### config.mk
export PLATFORM = sky130hd
export DESIGN_NAME = lelbc_iter_ctrl
export DESIGN_NICKNAME = d
export VERILOG_FILES = /design/src/rtl/lelbc_iter_ctrl.sv
export SDC_FILE = /design/constraint.sdc
export NUM_CORES = 1
export LEC_CHECK = 0
export CORE_AREA = 2 2 254 256
export CTS_CLUSTER_DIAMETER = 40
export DETAILED_ROUTE_END_ITERATION = 8
export DIE_AREA = 0 0 256 258
export RECOVER_POWER = 100
export SKIP_CTS_REPAIR_TIMING = 1
export SLEW_MARGIN = 10
export SYNTH_ARGS = -nofsm -noshare
export SYNTH_HDL_FRONTEND = slang
export SYNTH_SLANG_ARGS = --single-unit
### constraint.sdc
create_clock -name clk -period 1.6 [get_ports clk]
set_input_delay 0.48 -clock clk [delete_from_list [all_inputs] [get_ports clk]]
set_output_delay 0.48 -clock clk [all_outputs]
set_load 0.1 [all_outputs]
### src/rtl/lelbc_iter_ctrl.sv
// Iterative LELBC encryption controller.
// Accepts a 64-bit block and a 128-bit key, then runs the external combinational
// round function once per clock for NR rounds. The round state and key are
// registered between rounds, and the ciphertext is returned over a valid/ready
// handshake.
//
// Optional feature macro: LELBC_FINAL_WHITEN_EN
//   When defined, the ciphertext is XORed with the upper 64 bits of the final
//   round key.
//
// Ports:
//   clk, rst          clock; synchronous active-high reset
//   in_valid/ready    plaintext and key handshake
//   in_data, in_key   plaintext [0:63] and master key [0:127]; bit 0 is the MSB
//   out_valid/ready   ciphertext handshake
//   out_data          ciphertext [0:63]
//   rf_in/key/cnt     state register, key register and round index, fed to the round function
//   rf_result         combinational data result from the round function
//   rf_key_result     combinational updated key from the round function
module lelbc_iter_ctrl #(
    parameter int unsigned NR    = 25,
    parameter int unsigned CNT_W = 5
) (
    input  logic             clk,
    input  logic             rst,
    input  logic             in_valid,
    output logic             in_ready,
    input  logic [0:63]      in_data,
    input  logic [0:127]     in_key,
    output logic             out_valid,
    input  logic             out_ready,
    output logic [0:63]      out_data,
    output logic [0:63]      rf_in,
    output logic [0:127]     rf_key,
    output logic [CNT_W-1:0] rf_cnt,
    input  logic [0:63]      rf_result,
    input  logic [0:127]     rf_key_result
);

    localparam logic [CNT_W-1:0] LAST_RND = CNT_W'(NR - 1);

    typedef enum logic [1:0] {
        IDLE = 2'd0,
        RUN  = 2'd1,
        DONE = 2'd2
    } state_t;

    state_t           state, state_n;
    logic [0:63]      state_q, state_qn;
    logic [0:127]     key_q, key_qn;
    logic [CNT_W-1:0] rnd_q, rnd_qn;
    logic             in_ready_n, out_valid_n;
    logic [0:63]      out_data_n;
    logic [0:63]      final_data;

    // Ciphertext as it will appear in DONE, formed from the last round's outputs.
`ifdef LELBC_FINAL_WHITEN_EN
    assign final_data = rf_result ^ rf_key_result[0:63];
`else
    assign final_data = rf_result;
`endif

    assign rf_in  = state_q;
    assign rf_key = key_q;
    assign rf_cnt = rnd_q;

    // State and datapath registers.
    always_ff @(posedge clk) begin
        if (rst) begin
            state     <= IDLE;
            state_q   <= '0;
            key_q     <= '0;
            rnd_q     <= '0;
            in_ready  <= 1'b0;
            out_valid <= 1'b0;
            out_data  <= '0;
        end else begin
            state     <= state_n;
            state_q   <= state_qn;
            key_q     <= key_qn;
            rnd_q     <= rnd_qn;
            in_ready  <= in_ready_n;
            out_valid <= out_valid_n;
            out_data  <= out_data_n;
        end
    end

    // Next-state and next-output logic.
    always_comb begin
        state_n    = state;
        state_qn   = state_q;
        key_qn     = key_q;
        rnd_qn     = rnd_q;
        out_data_n = out_data;

        case (state)
            IDLE: begin
                // Gate on the registered ready, which stays low in the cycle right after reset.
                if (in_valid && in_ready) begin
                    state_qn = in_data;
                    key_qn   = in_key;
                    rnd_qn   = '0;
                    state_n  = RUN;
                end
            end
            RUN: begin
                state_qn = rf_result;
                key_qn   = rf_key_result;
                if (rnd_q == LAST_RND) begin
                    // The final round is captured here; the index holds rather than wrapping.
                    out_data_n = final_data;
                    state_n    = DONE;
                end else begin
                    rnd_qn = rnd_q + CNT_W'(1);
                end
            end
            DONE: begin
                if (out_ready) begin
                    state_n = IDLE;
                end
            end
            default: begin
                state_n = IDLE;
            end
        endcase

        in_ready_n  = (state_n == IDLE);
        out_valid_n = (state_n == DONE);
    end

endmodule

==> results.md <==
- Worst-Skew Late Latency: roughly 0.58 ns
- Vias: 14000
- Clock sinks: ~270
- Initial drt markers: between 1000 and 1500
- Most frequent cells in the layout: 386 x nand2_1, 386 x clkdlybuf4s50_1, 292 x buf_12
- Mux contribution to synthesized area: under 10%
- CP required: 1.12 ns
- Hold WC Path Type: input pin to flop
- Worst Hold Path EP: rf_in[13]
- Worst EP arrival: 1.22 ns
- Final Power: 30.6 mW
- Leak Pwr: 9.89 nW
- Drt drc: 0
- Post-synthesis adder-cell area fraction: 0.203%
- Routed wire length: ~60000 um
- Largest family of logic cells by synthesized area: compound AO/OA/AOI/OAI gates
- Worst Setup Slack, final: -0.103 ns
- Seq/Total Area, Yosys: approximately 43%
- Area grow syn2layout: 112%
- VDD IR max: about 0.80 mV
- Core ar.: 63600 um^2
- Status: finished, violations left
- Die area: between 60000 and 70000 um^2
- Syn Area/Cell: 8.72 um^2
- First-pass GRT wire length: between 80000 and 90000 um
- Design Area, Final: approximately 26000 um^2
- Drt pass-1 iters: 7
- Worst Tran Pin Value: 0.395 ns
- Synthesis Warnings: 0
- Post-Syn Area: between 10000 and 15000 um^2
- Die Span Y: roughly 260 um
- Cell Count Post-Placement: between 2000 and 3000
- IO buf count: 650
- Worst slew margin: approximately three quarters
- Critical path class: flop to primary output
- Final core occ: between 40% and 50%
- Unique masters post-synth: 29
- Storage cell area: 5710 um^2
- R2r endpoint: out_data[25]
- GR Util All Layers: roughly 16%
- Fill cells: approximately 6000
- Post-synthesis compound-gate area fraction: roughly a quarter
- CTS Buffer Depth: 3
- Die width: 256 um
- Finished Layout Cells: just over 3000
- Yosys reg bits: approximately 270
- Final Setup Violations: 81
- Power per cell area: between 1000 and 1500 nW/um^2
- CTS tree: built
- Rows: a little over 90
- R2r startpoint: rf_cnt[0]
- RSZ-0062 raised after global routing: yes
- Final Cycle Share: 106%
- Largest net degree at the start of global routing: 56
- Final Hold Viols: 0
- Worst hold path stage count: 2
- CTS root buffer: clkbuf_16
- Crit end category: primary output
- Multi-input logic area: 6280 um^2
- Post-synthesis cell count: between 1000 and 1500
- Initial core utilization: 19.4%
- Max Freq: just under 600 MHz
- Setup slack, reg-to-reg: -0.10 ns
- Vias in the first global route: between 10000 and 15000
- Placer Congestion: 0.909
- Final Slew Violations: 0
- Post-Synth Simple-Gate Area: approximately a fifth
- Post-DR vias/cell: 4.56
- Post-place setup slack: -0.543 ns
- Worst reg-to-reg path cell count: 7
- Hold Crit Start: rst
- I/O pin count: about 650
- Crit path max fanout: 3
- Clk pin slew, worst setup/hold paths: 0.05 ns
- Layout Nets: 2555
- Syn Nets: about 1800
- Clock skew: between 0.02 and 0.025 ns
- CTS H-Tree Depth: 2
- Initial antenna violation count: 1
- Detailed-placement wirelength estimate: 44200 um
- CTS buffer count: 54
- Final antenna-violating net count: 0
- Failing checks: negative setup slack
- Share of cells above drive strength 1: between 40% and 50%
- WL per Instance: around 19 um
- Worst Setup Start Kind: flop
- Post-synthesis xor/xnor area fraction: 0%
- Max Cap Violations: 0
- Post-route minimum period: 1.70 ns
- GRT overflow: 0
- DP Area: 23200 um^2
report_power, final:
group / internal (mW) / switching (mW) / leakage, nW
clock network: 7.73 / 4.00 / 0.918
logic: 4.42 / 6.47 / 6.69
registers: 7.32 / 0.657 / 2.29
area by class of cell:
type,count,share of cell area [%]
antenna,1,0.00956
inverter,3,0.0621
clock buffer,69,5.84
tap,855,4.08
sequential,265,21.8
timing repair buffer,846,42.8
multi-input combinational,995,24.0
clock inverter,32,1.45
cells by family (layout without fill, tap and decap cells):
logic type	after synthesis	in the layout
AO/OA/AOI/OAI	394	394
adder cells (fa/ha/maj)	2	2
buffers and inverters	153	950
flip-flops	265	265
multiplexers	66	66
other	0	1
AND/OR/NAND/NOR	533	533
synthesized netlist by cell type:
master | n | area (um^2)
or3b_2 | 1 | 8.76
nand3b_1 | 1 | 7.51
buf_4 | 16 | 120
buf_1 | 8 | 30.0
a21oi_1 | 196 | 981
buf_2 | 67 | 335
mux2i_1 | 65 | 651
ha_1 | 2 | 25.0
a311oi_2 | 70 | 1050
nor3_4 | 1 | 16.3
a311oi_1 | 122 | 1070
nand2b_1 | 131 | 820
nor3_1 | 3 | 15.0
or3_1 | 3 | 18.8
mux2_2 | 1 | 11.3
a21o_1 | 1 | 7.51
buf_6 | 12 | 135
nor2b_1 | 1 | 6.26
dfxtp_1 | 265 | 5310
inv_1 | 3 | 11.3
nand3_1 | 2 | 10.0
o21ba_2 | 2 | 20.0
nor4bb_1 | 1 | 10.0
nand4bb_1 | 1 | 11.3
nand2_1 | 386 | 1450
o21ai_0 | 3 | 15.0
clkbuf_1 | 47 | 176
nor2_1 | 1 | 3.75
and2_1 | 1 | 6.26
registers in the layout, summed over array words and instances (netlist names):
| register | flops |
|---|---|
| state | 2 |
| in_ready | 1 |
| rf_key | 128 |
| rf_in | 64 |
| rf_cnt | 5 |
| out_data | 64 |
| out_valid | 1 |
layer usage:
layer,track usage (%),routed length (um)
met2,28.1,28800
met3,6.34,6060
met4,6.30,2260
met1,18.6,22500
met5,0,0
worst max-delay path by stage:
stage / startpoint / end / slack (ns) / depth (start not counted)
2_1_floorplan: rf_cnt[0] / rf_cnt[2] / 0.004 / 5
4_1_cts: out_data[14] / out_data[14] / -0.21 / 1
3_3_place_gp: in_valid / rf_key[32] / -0.48 / 6
3_5_place_dp: in_valid / rf_key[9] / -0.54 / 6
5_1_grt: rf_cnt[1] / out_data[29] / -0.17 / 7
6_report: rf_cnt[1] / rf_cnt[1] / -0.10 / 2
stage by stage:
step,setup TNS (ns),hold slack (ns)
6_report,-2.42,0.0915
5_1_grt,-17.20,0.0769
4_1_cts,-21.10,0.0559
3_5_place_dp,-85.58,0.497
3_3_place_gp,-75.92,0.495
2_1_floorplan,0,0.615
worst max-delay path, stage by stage, from the launching register on:
cell     delay [ns]
dfxtp_4        0.34
buf_6          0.12
buf_12         0.17
No activity file was read; power rests on OpenSTA's default activity.
